==> src/rtl/sweep_hold_counter.sv <==
// Loadable down-counter timing the hold window; o_tc is high while the count is zero.
// Load has priority over decrement; the count saturates at zero.
module sweep_hold_counter #(
  parameter int W = 8
) (
  input  logic         clk,
  input  logic         rst_n,
  input  logic         i_load,
  input  logic [W-1:0] i_load_val,
  input  logic         i_en,
  output logic         o_tc
);

  logic [W-1:0] r_cnt;

  always_ff @(posedge clk or negedge rst_n) begin
    if (!rst_n) begin
      r_cnt <= '0;
    end else if (i_load) begin
      r_cnt <= i_load_val;
    end else if (i_en && (r_cnt != '0)) begin
      r_cnt <= r_cnt - 1'b1;
    end
  end

  assign o_tc = (r_cnt == '0);

endmodule

==> config.mk <==
export PLATFORM = sky130hd
export DESIGN_NAME = sweep_hold_counter
export DESIGN_NICKNAME = d
export VERILOG_FILES = /design/src/rtl/sweep_hold_counter.sv
export SDC_FILE = /design/constraint.sdc
export NUM_CORES = 1
export LEC_CHECK = 0
export CORE_AREA = 5 5 42 44
export CTS_CLUSTER_DIAMETER = 120
export DETAILED_ROUTE_END_ITERATION = 16
export DIE_AREA = 0 0 47 49
export GPL_TIMING_DRIVEN = 0
export PLACE_DENSITY = 0.65
export SKIP_LAST_GASP = 1
export SLEW_MARGIN = 20
export SYNTH_ARGS = -nofsm -noshare
export SYNTH_HDL_FRONTEND = slang
export SYNTH_SLANG_ARGS = --single-unit
==> constraint.sdc <==
create_clock -name clk -period 5.5 [get_ports clk]
set_input_delay 0.55 -clock clk [delete_from_list [all_inputs] [get_ports clk]]
set_output_delay 0.55 -clock clk [all_outputs]
set_load 0.05 [all_outputs]
==> results of run 1 <==
==> worst max path at each step <==
stage / start / end / cells after the start
6_report: r_cnt[0] / o_tc / 5
5_1_grt: r_cnt[0] / o_tc / 5
4_1_cts: r_cnt[0] / o_tc / 5
3_5_place_dp: r_cnt[0] / o_tc / 5
3_3_place_gp: r_cnt[0] / o_tc / 5
2_1_floorplan: r_cnt[0] / o_tc / 4
==> logic make-up after synthesis <==
group                    count (synthesis)
AO/OA/AOI/OAI                           18
adder cells (fa/ha/maj)                  2
buffers and inverters                    5
flip-flops                               8
AND/OR/NAND/NOR                         25
==> where the power goes <==
group / total (uW) / switching, uW / internal [uW] / leakage, uW
Sequential: 73.2 / 7.87 / 65.3 / 0.0000942
Clock: 48.8 / 23.6 / 25.2 / 0.0000138
Combinational: 37.8 / 18.3 / 19.6 / 0.000151
==> per-stage QoR <==
step | util | hold slack, ps | power, uW | setup slack [ps]
3_3_place_gp | 0.477 | 574 | 111 | 2790
6_report | 0.493 | 562 | 160 | 2510
5_1_grt | 0.493 | 591 | 168 | 2410
2_1_floorplan | - | 254 | 95.1 | 3150
3_5_place_dp | 0.477 | 576 | 112 | 2780
4_1_cts | 0.493 | 587 | 160 | 2490
==> per-layer routing <==
metal	global-route usage	up-vias	part of all wire
li1	-	259	-
met1	0.161	254	0.45
met2	0.165	18	0.47
met3	0.0332	2	0.068
met4	0.0461	0	0.014
met5	0	-	0
==> synthesized netlist by cell type (2+ instances only) <==
cell                      count  area (sq um)
sky130_fd_sc_hd__nand2_1      2          7.51
sky130_fd_sc_hd__nor2_1       5          18.8
sky130_fd_sc_hd__nor3_1       3          15.0
sky130_fd_sc_hd__ha_1         2          25.0
sky130_fd_sc_hd__or4_1        3          22.5
sky130_fd_sc_hd__dfrtp_1      8           200
sky130_fd_sc_hd__inv_1        2          7.51
sky130_fd_sc_hd__a221o_1      2          20.0
sky130_fd_sc_hd__o21ai_0      2          10.0
sky130_fd_sc_hd__a21oi_1      3          15.0
sky130_fd_sc_hd__a31oi_1      2          12.5
sky130_fd_sc_hd__nand3_1      2          10.0
sky130_fd_sc_hd__nand4_1      2          12.5
sky130_fd_sc_hd__nor3b_1      3          22.5
==> final cells by class <==
type	instances	share of cell area
inverter	3	0.0163
tap	16	0.0290
timing repair buffer	12	0.174
sequential	8	0.290
clock buffer	3	0.0326
buffer	2	0.0127
multi-input combinational	45	0.446
==> flow_metrics.tcl, run 1 <==
set metrics [dict create \
    slew-limit-headroom 0.599 \
    clk_latency_ps 270 \
    total_of_fill_cells_in_the_finished_design 145 \
    cts_sinks 8 \
    timing.fmax_ghz 0.334 \
    die_w_microns 47 \
    max_cap_violations 0 \
    final-hold-violation-count 0 \
    layout.cells.most_common "sky130_fd_sc_hd__clkdlybuf4s50_1" \
    antenna_found_initial 0 \
    run_status "complete, no violations" \
    clockBufferDepth 2 \
    timing.setup.critical_path_class "flop to output port" \
    drt_first_pass_iters 4 \
    cts-buffers-inserted 3 \
    gr-total-overflow 0 \
    fraction_of_the_mapped_netlist_area_in_compound_gates 0.261 \
    register_area_sq_um 200 \
    postSynthNetCount 72 \
    ys.warnings.count 0 \
    detail_route.vias_per_cell 5.99 \
    worst_setup_path_end_kind "output port" \
    final_layout_size_suffix_gt1_frac 0.0822 \
    post_layout_nonfiller_instances 89 \
    area_growth_pct 30.8 \
    grt_start_max_net_pins 11 \
    post-cts-setup-buffer-count 0 \
    root_buffer "sky130_fd_sc_hd__clkbuf_4" \
    fp.dieArea_sq_um 2300 \
    critPathBufInv 2 \
    io_buffers 12 \
    ir_worst_vdd_v 0.000127 \
    synth.mux.area_fraction 0 \
    grt_setup_unrepaired "false" \
    tritoncts "built" \
    cp_cell_sequence "inv_1 -> ha_1 -> or3b_2 -> nor2_1 -> clkdlybuf4s50_1" \
    final_cell_mix "sky130_fd_sc_hd__clkdlybuf4s50_1, sky130_fd_sc_hd__dfrtp_1, sky130_fd_sc_hd__nor2_1" \
    mappedNetlistArea_sq_um 528 \
    crit_path_start_kind "flop" \
    finalCriticalPeriod_ps 2990 \
    finalSetupViolations 0 \
    critical_path.max_fanout 4 \
    dp.cells 86 \
    final.period_utilization 0.544 \
    ant_nets 0 \
    area_of_the_multi_input_gates_sq_um 308 \
    postRouteWirelength_microns 1270 \
    nNetsFinal 89 \
    placementRows 14 \
    slowest_cell_on_crit_path "sky130_fd_sc_hd__clkdlybuf4s50_1" \
    synth_sequential_area_ratio 0.379 \
    drc 0 \
    worstPathRequired_ps 4950 \
    io-pin-count 13 \
    die_h_microns 49 \
    rr_endpoint "r_cnt[6]" \
    post_synth.cell_area_avg_sq_um 9.10 \
    number_of_flip_flops_in_the_largest_register 8 \
    global_route.usage.total 0.116 \
    grt_first_pass_wirelength_microns 2010 \
    adder_cell_fraction_of_synth_area 0.0474 \
    number_of_distinct_standard_cells_referenced_by_the_synthesized_netlist 31 \
    reg2reg_slack_ps 3630 \
    grt_pass1_vias 461 \
    synth_xor_area_frac 0 \
    gpl.final_weighted_congestion 0.722 \
    timing.critical_path.slowest_cell_delay_ps 820 \
    wire_per_inst_microns 14.3 \
    dpl-instance-area_sq_um 668 \
    floorplan_core_area_sq_um 1400 \
    finalMaxSlewViolations 0 \
    clkSlewWorstSetupHoldPaths_ps 60 \
    synth_top_family_by_area "simple AND/OR/NAND/NOR gates" \
    antenna_cells 0 \
    setup-tns-final_ps 0 \
    final_area_sq_um 691 \
    critPathArrivalTime_ps 2440 \
    power_density_nw_per_um2 231 \
    async_reset_ff_frac 1.00 \
    via_count 533 \
    p_leak_uw 0.000259 \
    detailedRoute.firstIterationViolations 14 \
    ys_flop_type "sky130_fd_sc_hd__dfrtp_1" \
    synth_enable_flop_cells 0 \
    ys_seq_elements 8 \
    actual_slew_at_the_worst_max_slew_pin_ps 600 \
    cts_resized 0 \
    r2r_path_start "r_cnt[2]" \
    hold_path_class "input pin to async pin" \
    registers_with_the_highest_flip_flop_counts "r_cnt: 8 flops" \
    htree_levels 1 \
    fin_worst_skew_ps 8.54 \
    initial_core_util 0.377 \
    rr_worst_depth 4 \
    hold_buffers 0 \
    synthSimpleGateAreaFrac 0.275 \
    syn_inst 58 \
    registers.top_by_ff_count "r_cnt" \
    cpLargestDelayFamily "buffers and inverters" \
]
Note: power is estimated with default switching activity, not from simulation.
==> run 2: changes to the inputs <==
PLACE_DENSITY = 0.68   (was 0.65)
clock period = 2.75 ns   (was 5.5 ns; I/O delays follow)
==> flow_metrics.tcl, run 2 (synthesized netlist as in run 1, its figures left out) <==
set metrics [dict create \
    run_status "complete, no violations" \
    nNetsFinal 89 \
    cts_sinks 8 \
    crit_path_start_kind "flop" \
    post-cts-setup-buffer-count 0 \
    detail_route.vias_per_cell 6.00 \
    drc 0 \
    placementRows 14 \
    slew-limit-headroom 0.592 \
    post-layout-total-power_uw 317 \
    max_cap_violations 0 \
    setup-tns-final_ps 0 \
    critPathArrivalTime_ps 2190 \
    floorplan_core_area_sq_um 1400 \
    fp.dieArea_sq_um 2300 \
    layout.cells.most_common "sky130_fd_sc_hd__clkdlybuf4s50_1" \
    ir_worst_vdd_v 0.000258 \
    timing.setup.critical_path_class "flop to output port" \
    final_layout_size_suffix_gt1_frac 0.0822 \
    postRouteWirelength_microns 1290 \
    drt_first_pass_iters 4 \
    cp_cell_sequence "inv_1 -> ha_1 -> or3b_2 -> nor2_1 -> dlygate4sd2_1" \
    timing.fmax_ghz 0.405 \
    tritoncts "built" \
    clockBufferDepth 2 \
    cts-buffers-inserted 3 \
    io-pin-count 13 \
    cpLargestDelayFamily "buffers and inverters" \
    final-hold-violation-count 0 \
    p_leak_uw 0.000264 \
    r2r_path_start "r_cnt[2]" \
    timing.critical_path.slowest_cell_delay_ps 550 \
    number_of_flip_flops_in_the_largest_register 8 \
    registers.top_by_ff_count "r_cnt" \
    registers_with_the_highest_flip_flop_counts "r_cnt: 8 flops" \
    critical_path_cell_count 5 \
    grt_pass1_vias 467 \
    die_w_microns 47 \
    finalCriticalPeriod_ps 2470 \
    gpl.final_weighted_congestion 0.782 \
    dp_slack_ps 286 \
    clkSlewWorstSetupHoldPaths_ps 60 \
    reg2reg_slack_ps 870 \
    area_growth_pct 30.6 \
    slowest_cell_on_crit_path "sky130_fd_sc_hd__dlygate4sd2_1" \
    power_density_nw_per_um2 460 \
    critical_path.max_fanout 4 \
    gr-total-overflow 0 \
    finalCoreUtilization 0.492 \
    crit_path_start "r_cnt[0]" \
    grt_first_pass_wirelength_microns 2050 \
    antenna_cells 0 \
    critPathBufInv 2 \
    antenna_found_initial 0 \
    die_h_microns 49 \
    clk_latency_ps 260 \
    final_cell_mix "sky130_fd_sc_hd__clkdlybuf4s50_1, sky130_fd_sc_hd__dfrtp_1, sky130_fd_sc_hd__nor2_1" \
    fin_worst_skew_ps 3.04 \
    via_count 534 \
    grt_start_max_net_pins 11 \
    detailedRoute.firstIterationViolations 23 \
    dp_hpwl_microns 938 \
    worstPathRequired_ps 2480 \
    htree_levels 1 \
    final.period_utilization 0.897 \
    wire_per_inst_microns 14.4 \
    hold_buffers 0 \
    grt_setup_unrepaired "false" \
    initial_core_util 0.377 \
    root_buffer "sky130_fd_sc_hd__clkbuf_4" \
    actual_slew_at_the_worst_max_slew_pin_ps 611 \
    hold_path_class "input pin to async pin" \
    io_buffers 12 \
    finalMaxSlewViolations 0 \
    worst_setup_path_end_kind "output port" \
    ant_nets 0 \
    rr_worst_depth 4 \
    final.setup.worst_slack_ps 284 \
    finalSetupViolations 0 \
    global_route.usage.total 0.124 \
]
-- run 2: cell count changes in the layout (fill, tap and decap cells not counted) --
cell,previous run,this run
sky130_fd_sc_hd__clkdlybuf4s50_1,12,11
sky130_fd_sc_hd__dlygate4sd2_1,0,1
-- run 2: cell type report --
class                      count  area [sq um]
timing repair buffer          12           119
sequential                     8           200
clock buffer                   3          22.5
inverter                       3          11.3
buffer                         2          8.76
tap                           16          20.0
fill                         137           712
multi-input combinational     45           308
-- run 2: worst register-to-register path, delay by kind of cell, from the launching register on --
| kind | cells | cell delay, ps |
|---|---|---|
| AND/OR/NAND/NOR | 2 | 1010 |
| flip-flops | 1 | 450 |
| buffers and inverters | 1 | 170 |
| AO/OA/AOI/OAI | 1 | 170 |
-- run 2: per-layer routing --
layer  up-vias  global-route usage  wire length (microns)
met3         2              0.0554                    100
li1        261                   -                      -
met2        18               0.161                    605
met5         -                   0                      0
met1       253               0.172                    567
met4         0              0.0553                     12
-- run 2: repair_timing --
action                     CTS  global route
gates resized for setup      1             0
setup endpoints to repair    1             0
hold endpoints to repair     0             0
-- run 2: worst paths after layout --
kind | endpoint
max in group asynchronous | r_cnt[2]
hold / removal | r_cnt[3]
setup reg to reg | r_cnt[6]
hold reg to reg | r_cnt[1]
min in group clk | r_cnt[2]
setup / recovery | o_tc
-- run 2: power by group --
| part | leakage (uW) | internal [uW] | switching, uW |
|---|---|---|---|
| sequential | 0.0000942 | 131 | 15.9 |
| clock | 0.0000138 | 50.3 | 45.1 |
| combinational | 0.000156 | 39.2 | 36.1 |
-- run 2: through the flow --
stage	hold slack, ps	cells	cell area [sq um]
6_report	300	89	689
2_1_floorplan	-20.6	58	528
4_1_cts	306	89	689
5_1_grt	311	89	689
3_5_place_dp	577	86	668
3_3_place_gp	573	86	668
==> run 3: changes to the inputs <==
ABC_AREA = 1   (was not set)
CORE_AREA = 5 5 44 46   (was 5 5 42 44)
DIE_AREA = 0 0 49 51   (was 0 0 47 49)
PLACE_DENSITY = 0.67   (was 0.68)
==> flow_metrics.tcl, run 3 <==
set metrics [dict create \
    synth_top_family_by_area "simple AND/OR/NAND/NOR gates" \
    actual_slew_at_the_worst_max_slew_pin_ps 488 \
    grt_first_pass_wirelength_microns 2460 \
    switchingPower_uw 146 \
    ir_worst_vdd_v 0.000272 \
    io_buffers 12 \
    placementRows 14 \
    syn_inst 93 \
    critPathArrivalTime_ps 2060 \
    ys_seq_elements 8 \
    drc 0 \
    power_density_nw_per_um2 512 \
    global_route.usage.total 0.124 \
    cts_resized 0 \
    final.setup.worst_slack_ps 414 \
    wire_per_inst_microns 11.1 \
    final_layout_size_suffix_gt1_frac 0.0741 \
    finalSetupViolations 0 \
    io-pin-count 13 \
    fraction_of_the_mapped_netlist_area_in_compound_gates 0.0776 \
    finalCoreUtilization 0.516 \
    hold_buffers 0 \
    registers_with_the_highest_flip_flop_counts "r_cnt: 8 flops" \
    finalMaxSlewViolations 0 \
    post_synth.cell_area_avg_sq_um 6.42 \
    fp.dieArea_sq_um 2500 \
    grt_setup_unrepaired "false" \
    post-cts-setup-buffer-count 0 \
    power.sequential.fraction 0.408 \
    post-layout-total-power_uw 389 \
    registers.top_by_ff_count "r_cnt" \
    yosysMostFrequentCell "sky130_fd_sc_hd__nand2_1" \
    pwr-share-clk 0.247 \
    postRouteWirelength_microns 1380 \
    antenna_found_initial 0 \
    number_of_distinct_standard_cells_referenced_by_the_synthesized_netlist 16 \
    root_buffer "sky130_fd_sc_hd__clkbuf_4" \
    floorplan_core_area_sq_um 1470 \
    dp_slack_ps 694 \
    p_int_uw 243 \
    finalCriticalPeriod_ps 2340 \
    clkSlewWorstSetupHoldPaths_ps 60 \
    final-hold-violation-count 0 \
    final_cell_mix "sky130_fd_sc_hd__nand2_1, sky130_fd_sc_hd__nand3_1, sky130_fd_sc_hd__clkdlybuf4s50_1, sky130_fd_sc_hd__inv_1, sky130_fd_sc_hd__nor2_1" \
    run_status "complete, no violations" \
    async_reset_ff_frac 1.00 \
    timing.setup.critical_path_class "flop to output port" \
    gpl.final_weighted_congestion 0.748 \
    synth.mux.area_fraction 0 \
    clockBufferDepth 2 \
    crit_path_start_kind "flop" \
    clk_latency_ps 260 \
    synthTopCellsByArea "sky130_fd_sc_hd__dfrtp_1, sky130_fd_sc_hd__nand2_1, sky130_fd_sc_hd__nand3_1, sky130_fd_sc_hd__inv_1, sky130_fd_sc_hd__nor2_1" \
    timing.fmax_ghz 0.428 \
    layout.cells.most_common "sky130_fd_sc_hd__nand2_1" \
    gr-total-overflow 0 \
    htree_levels 1 \
    die_w_microns 49 \
    cts-buffers-inserted 3 \
    fin_worst_skew_ps 0.607 \
    dpl-instance-area_sq_um 737 \
    final_area_sq_um 759 \
    ys.warnings.count 0 \
    worst_setup_path_end_kind "output port" \
    adder_cell_fraction_of_synth_area 0.0419 \
    detailedRoute.firstIterationViolations 9 \
    postSynthNetCount 107 \
    final.period_utilization 0.849 \
    cts_sinks 8 \
    post_synth_most_frequent_cells "sky130_fd_sc_hd__nand2_1, sky130_fd_sc_hd__nand3_1, sky130_fd_sc_hd__inv_1" \
    setup-tns-final_ps 0 \
    slew-limit-headroom 0.673 \
    grt_pass1_vias 567 \
    area_growth_pct 27.3 \
    ys_flop_type "sky130_fd_sc_hd__dfrtp_1" \
    grt_start_max_net_pins 11 \
    detail_route.vias_per_cell 4.93 \
    synth_sequential_area_ratio 0.335 \
    die_h_microns 51 \
    drt_first_pass_iters 4 \
    leading_area_contributor_after_synthesis "sky130_fd_sc_hd__dfrtp_1" \
    number_of_flip_flops_in_the_largest_register 8 \
    nNetsFinal 124 \
    synth_enable_flop_cells 0 \
    initial_core_util 0.406 \
    antenna_cells 0 \
    dp_hpwl_microns 1040 \
    switching_share 0.375 \
    ant_nets 0 \
    critical_path.max_fanout 7 \
    p_leak_uw 0.000386 \
    synthSimpleGateAreaFrac 0.453 \
    max_cap_violations 0 \
    worstPathRequired_ps 2480 \
    hold_path_class "input pin to async pin" \
    synth_largest_type_area_fraction 0.335 \
    tritoncts "built" \
    synth_xor_area_frac 0.0147 \
    mappedNetlistArea_sq_um 597 \
    power.share.combinational 0.344 \
    via_count 611 \
]
[run 3: worst max-delay path, cell delays in order, from the launching register on]
cell and delay [ps]:
sky130_fd_sc_hd__dfrtp_1 370, sky130_fd_sc_hd__inv_1 160, sky130_fd_sc_hd__ha_1 180, sky130_fd_sc_hd__nand2_1 100, sky130_fd_sc_hd__nor2_1 160, sky130_fd_sc_hd__clkdlybuf4s50_1 820
[run 3: cells by family (layout without fill, tap and decap cells)]
family / Yosys count / count (layout)
AOI/OAI and AO/OA: 7 / 7
xor gates and xnor gates: 1 / 1
adders and majority gates: 2 / 2
buffers and inverters: 12 / 27
DFF: 8 / 8
and+or+nand+nor: 63 / 63
[run 3: cell type report]
type | count | area (sq um)
Fill cell | 156 | 712
Tap cell | 16 | 20.0
Multi-Input combinational cell | 73 | 350
Timing Repair Buffer | 12 | 120
Sequential cell | 8 | 200
Clock buffer | 3 | 22.5
Inverter | 11 | 42.5
Buffer | 1 | 3.75
[run 3: path summary, 6_finish.rpt]
path | startpoint | end | slack, ps | depth (start not counted)
max | r_cnt[0] | o_tc | 410 | 5
min | rst_n | r_cnt[2] | 300 | 1
max reg2reg | r_cnt[0] | r_cnt[0] | 1330 | 7
min reg2reg | r_cnt[0] | r_cnt[0] | 570 | 3
max in group asynchronous | rst_n | r_cnt[5] | 2170 | 1
min in group clk | r_cnt[0] | r_cnt[0] | 570 | 3
[run 3: per-layer routing]
layer	up-vias	GRT usage	wire [microns]
met2	15	0.191	639
met4	0	0.0538	0
met3	0	0.0320	83
met1	270	0.165	658
li1	326	-	-
met5	-	0	0
[run 3: metrics by stage]
step | cells | hold WS, ps
floorplan | 93 | -20.6
global placement | 121 | 546
detailed placement | 121 | 554
CTS | 124 | 321
global route | 124 | 342
finish | 124 | 303
[run 3: power by group through the flow]
stage | combinational (uW) | clock, uW | sequential (uW)
floorplan | 98.0 | 0 | 155
global placement | 131 | 0 | 160
detailed placement | 134 | 0 | 161
CTS | 135 | 97.2 | 158
global route | 157 | 106 | 161
finish | 134 | 96.2 | 159
==> variant 1 (settings of run 2) <==
The parameter `W` goes from 8 to 7.
--- a/src/rtl/sweep_hold_counter.sv
+++ b/src/rtl/sweep_hold_counter.sv
@@ -2,5 +2,5 @@
 // Load has priority over decrement; the count saturates at zero.
 module sweep_hold_counter #(
-  parameter int W = 8
+  parameter int W = 7
 ) (
   input  logic         clk,
Ports: changed (resized i_load_val); port bits go from 13 to 12. The function was not compared with the original's and may differ.
==> variant 1 against run 2 <==
- design area down 10%
- non-clock buffer count decreased by 2
- sequential cell count fell by 1
- area after synthesis down 13%
- first-iteration DRC count down 22%
- setup slack gained 140 ps
- synthesized cell count is 10% lower
- routed wire length down 13%
- utilization fell by 4.9 points
- total power shrank 8.2%
- register-to-register slack better by 110 ps
- largest power group unchanged
==> variant 1: results (changes against run 2) <==
Synth
  – Top post-synthesis cells by area: dfrtp_1 38%, nor2b_1 5.4%, a21oi_1 4.3% (was dfrtp_1 38%, ha_1 4.7%, nor3b_1 4.3%)
  – Post-synth cell types: 28 (was 31)
  – Most frequent cells after synthesis: 7 x dfrtp_1, 4 x a21oi_1, 4 x nor2_1, 4 x nor2b_1 (was 8 x dfrtp_1, 5 x nor2_1)
  – Seq/Total Area, Yosys: 37.9% (about the same)
  – Post-Synth Adder-Cell Area: 2.71% (was 4.74%)
  – Synth Area in Compound Gates: 28.2% (was 26.1%)
  – Largest family of logic cells by synthesized area: compound AO/OA/AOI/OAI gates (was simple AND/OR/NAND/NOR gates)

Critical path
  – FF-to-FF End: r_cnt[1]$_DFFE_PN0P_ (was r_cnt[6]$_DFFE_PN0P_)
  – Worst path arrival time: 2050 ps (was 2190 ps)
  – CP max stage delay: 500 ps (was 550 ps)
  – Slowest CP cell: or3b_2 (was dlygate4sd2_1)
  – Worst setup startpoint: r_cnt[1]$_DFFE_PN0P_ (was r_cnt[0]$_DFFE_PN0P_)
  – Worst Reg-to-Reg Cells: 5 (was 4)
  – Delay-heaviest family, CP: simple AND/OR/NAND/NOR gates (was buffers and inverters)
  – Worst-path fanout max: 7 (was 4)

Final layout
  – Share of layout cells above drive strength 1: 7.46% (was 8.22%)
  – Regs by FF count: r_cnt x7 (was r_cnt x8)
  – NumNets Final: 80 (was 89)
  – Fill cells: 151 (was 137)

Status
  – Status: finished clean (unchanged)

Timing
  – Clk_skew: 2.70 ps (was 3.04 ps)

Pwr
  – Leak: 0.263 nW (was 0.264 nW)
  – Worst vdd ir: 0.224 mV (was 0.258 mV)

Detailed routing
  – Metal3 WL: 84 um (was 100 um)
  – Highest metal used: met3 (was met4)
  – Routed vias: 460 (was 534)
  – DR WL met2: 548 um (was 605 um)
  – Drt total wl: 1120 um (was 1290 um)

GRT
  – Number of global-route vias before repair: 423 (was 467)
  – Global-route wire length before repair: 1860 um (was 2050 um)
  – All-Layer GR Usage: 11.1% (was 12.4%)

Placed design
  – DP HPWL: 811 um (was 938 um)
  – Post-DP Area: 592 um2 (was 668 um2)
  – Buffers added on ports: 11 (was 12)
  – RD Place Congestion: 0.794 (was 0.782)

CTS
  – Skew-Pair Late Insertion Delay: 250 ps
  – Post-CTS sizing: 0 (was 1)
variant 1: cell count changes in the layout (fill, tap and decap cells not counted), moves of 2 or more:
| cell | change |
|---|---|
| a31oi_1 | -2 |
| nor2b_1 | +3 |
| nand2b_1 | +2 |
| nor3b_1 | -3 |
| or4_1 | -3 |
| a311o_1 | +2 |
variant 1: routing by layer:
layer	up-vias	global-route usage, %
met5	-	0
met4	0	1.38
met3	0	6.64
met2	17	16.1
met1	213	14.6
li1	230	-
variant 1: final cells by class:
| cell class | instances | area share [%] |
|---|---|---|
| Buffer | 1 | 0.605 |
| Inverter | 3 | 1.81 |
| Timing Repair Buffer | 11 | 18.1 |
| Tap cell | 16 | 3.23 |
| Sequential cell | 7 | 28.2 |
| Multi-Input combinational cell | 41 | 43.7 |
| Clock buffer | 4 | 4.23 |
variant 1: metrics by stage:
| step | utilization [%] | hold WS [ps] | cells | worst slack (ps) |
|---|---|---|---|---|
| after floorplan | - | -20.6 | 52 | 645 |
| after global placement | 42.2 | 569 | 79 | 310 |
| after detailed placement | 42.2 | 567 | 79 | 315 |
| after CTS | 44.1 | 300 | 83 | 18.6 |
| after global routing | 44.3 | 325 | 83 | 293 |
| final | 44.3 | 295 | 83 | 422 |
variant 1: cells by family (layout without fill, tap and decap cells):
group,count (synthesis),count (layout)
DFF,7,7
adders and majority gates,1,1
buffers and inverters,4,19
AOI/OAI and AO/OA,17,17
and+or+nand+nor,23,23
variant 1: worst register-to-register path, stage by stage, from the launching register on:
cell,delay [ps]
dfrtp_1,400
inv_1,100
ha_1,270
or3b_2,500
o211a_1,220
o31ai_1,180
variant 1: where the power goes:
part	switching (mW)	internal, mW
clock network	0.0390	0.0554
logic	0.0339	0.0363
registers	0.0126	0.114
==> variant 2 (config.mk and constraints of run 2) <==
Made on the original files. Add an input register stage for `i_load`, `i_load_val` and `i_en`, without a reset; this delays them by one clock.
--- a/src/rtl/sweep_hold_counter.sv
+++ b/src/rtl/sweep_hold_counter.sv
@@ -12,4 +12,14 @@
 );
 
+  logic i_load_q;
+  logic [W-1:0] i_load_val_q;
+  logic i_en_q;
+
+  always_ff @(posedge clk) begin
+    i_load_q     <= i_load;
+    i_load_val_q <= i_load_val;
+    i_en_q       <= i_en;
+  end
+
   logic [W-1:0] r_cnt;
 
@@ -17,7 +27,7 @@
     if (!rst_n) begin
       r_cnt <= '0;
-    end else if (i_load) begin
-      r_cnt <= i_load_val;
-    end else if (i_en && (r_cnt != '0)) begin
+    end else if (i_load_q) begin
+      r_cnt <= i_load_val_q;
+    end else if (i_en_q && (r_cnt != '0)) begin
       r_cnt <= r_cnt - 1'b1;
     end
Formal check against the unedited RTL: not equivalent (Yosys sat finds a counterexample within 4 cycles, from zero or initial values and one cycle with rst_n low).
==> variant 2 against run 2 <==
- total power grew 69%
- setup slack worse by 49 ps
- fmax down 2.0%
- area after synthesis increased by 38%
- die area unchanged
- combinational power down 2%
- sequential cell count rose by 10
- design area up 31%
- final cell count is 12% higher
- sequential share of layout area grew 15 points
- via count rose by 8.4%
- global-route usage is 2.1 points higher
- routed wire length up 9.6%
- critical path type unchanged
- largest cell class is now registers
==> variant 2: results (changes against run 2) <==
Status
  – Status: finished clean (unchanged)

Synth
  – FFs w/ async S/R, synth: 44.4% (was 100%)
  – Synth warn: 0 (unchanged)
  – Top post-synthesis cells by area: dfrtp_1 27%, dfxtp_1 27%, ha_1 3.4% (was dfrtp_1 38%, ha_1 4.7%, nor3b_1 4.3%)
  – Syn Nets: 82 (was 72)
  – Seq/Total Area, Yosys: 55.0% (was 37.9%)
  – Mean Syn Cell Area: 10.7 um2 (was 9.10 um2)
  – Post-synth cell types: 32 (was 31)
  – Most frequent cells after synthesis: 10 x dfxtp_1, 8 x dfrtp_1, 5 x nor2_1 (was 8 x dfrtp_1, 5 x nor2_1)

Worst hold path
  – Hold/Removal Path Class: primary input to async pin (unchanged)

Final layout
  – # diodes: 0 (unchanged)
  – Non-Filler Instances: 100 (was 89)
  – NumNets Final: 99 (was 89)
  – Regs by FF count: i_load_val_q x8, r_cnt x8 (was r_cnt x8)
  – Share of layout cells above drive strength 1: 8.33% (was 8.22%)

Pwr
  – Leak: 0.355 nW (was 0.264 nW)
  – Worst vdd ir: 0.357 mV (was 0.258 mV)

Placed design
  – Placed cell count: 96 (was 86)
  – RD Place Congestion: 0.779 (was 0.782)
  – Setup slack at placement: 295 ps (was 286 ps)
  – Buffers added on ports: 12 (unchanged)
  – DP HPWL: 1010 um (was 938 um)
  – Post-DP Area: 868 um2 (was 668 um2)

GRT
  – Met3 GRT Util: 8.12% (was 5.54%)
  – GR Util met2: 21.7% (was 16.1%)
  – All-Layer GR Usage: 14.5% (was 12.4%)
  – Global-route wire length before repair: 2330 um (was 2050 um)
  – Number of global-route vias before repair: 525 (was 467)
  – Antenna violations before repair: 0 (unchanged)
  – Largest net degree at the start of global routing: 11 (unchanged)
  – Global routing usage on met1: 18.1% (was 17.2%)

CTS
  – CTS Buffer Depth: 2 (unchanged)
  – Reg clk slew, reported paths: 100 ps (was 60 ps)
  – Clock root buffer: clkbuf_4 (unchanged)
  – H-Tree Depth: 1 (unchanged)
  – Skew-Pair Late Insertion Delay: 290 ps (was 260 ps)

Timing
  – Relative max-transition margin: 54.4% (was 59.2%)
  – Clk_skew: 8.87 ps (was 3.04 ps)

Critical path
  – FF-to-FF End: r_cnt[6]$_DFFE_PN0P_ (unchanged)
  – Critical R2R Launch: r_cnt[2]$_DFFE_PN0P_ (unchanged)
  – Slowest CP cell: dlygate4sd2_1 (unchanged)
  – FF-to-FF setup slack: 870 ps (about the same)
  – Delay-heaviest family, CP: buffers and inverters (unchanged)
  – Worst setup startpoint: r_cnt[0]$_DFFE_PN0P_ (unchanged)
  – Worst Reg-to-Reg Cells: 4 (unchanged)

Detailed routing
  – DR pass1 iterations: 4 (unchanged)
  – Drt wl/cell: 14.1 um (was 14.4 um)
  – DR WL met2: 640 um (was 605 um)
  – Metal3 WL: 103 um (was 100 um)
  – Met1 Routed Length: 658 um (was 567 um)
  – Highest metal used: met4 (unchanged)
  – Initial DRC Count: 18 (was 23)
  – Via-per-instance ratio: 5.79 (was 6.00)
## variant 2: cell count changes in the layout (fill, tap and decap cells not counted), sizes merged
| cell | delta |
|---|---|
| clkbuf | +1 |
| dfxtp | +10 |
## variant 2: worst max-delay path by stage
| stage | endpoint | slack [ps] |
|---|---|---|
| 6_report | o_tc | 230 |
| 5_1_grt | o_tc | 120 |
| 4_1_cts | o_tc | 240 |
| 3_5_place_dp | o_tc | 300 |
| 3_3_place_gp | o_tc | 320 |
| 2_1_floorplan | r_cnt[3]$_DFFE_PN0P_ | 600 |
## variant 2: logic make-up after synthesis
kind of cell	Yosys count	share of synthesized area (%)
AO/OA/AOI/OAI	18	18.9
adder cells (fa/ha/maj)	2	3.44
buffers and inverters	5	2.75
flip-flops	18	55.0
AND/OR/NAND/NOR	25	19.9
## variant 2: stage by stage
stage          hold slack [ps]  utilization (%)
5_1_grt                    281             64.5
4_1_cts                    271             64.5
3_5_place_dp               430             62.0
2_1_floorplan            -20.6                -
6_report                   263             64.5
3_3_place_gp               427             62.0
## variant 2: final cells by class
| class | count | area, um2 |
|---|---|---|
| inverters | 3 | 11.3 |
| fillers | 122 | 498 |
| repair buffers | 12 | 119 |
| plain buffers | 2 | 8.76 |
| well taps | 16 | 20.0 |
| clock buffers | 4 | 36.3 |
| multi-input cells | 45 | 308 |
| flip-flops and latches | 18 | 400 |
## variant 2: power breakdown
part	internal [mW]	switching, mW
Combinational	0.0392	0.0346
Sequential	0.283	0.0190
Clock	0.0806	0.0788
Total	0.403	0.132
## variant 2: timing repair
action / CTS / global route
gates resized for setup: 1 / 0
setup endpoints to repair: 1 / 0
buffers inserted: 0 / 0
hold buffers: 0 / 0
## variant 2: worst register-to-register path, cell delays in order (launching register included)
cell and delay (ps):
dfrtp_1 460, or4_1 510, buf_2 170, or4_1 500, a31oi_1 180
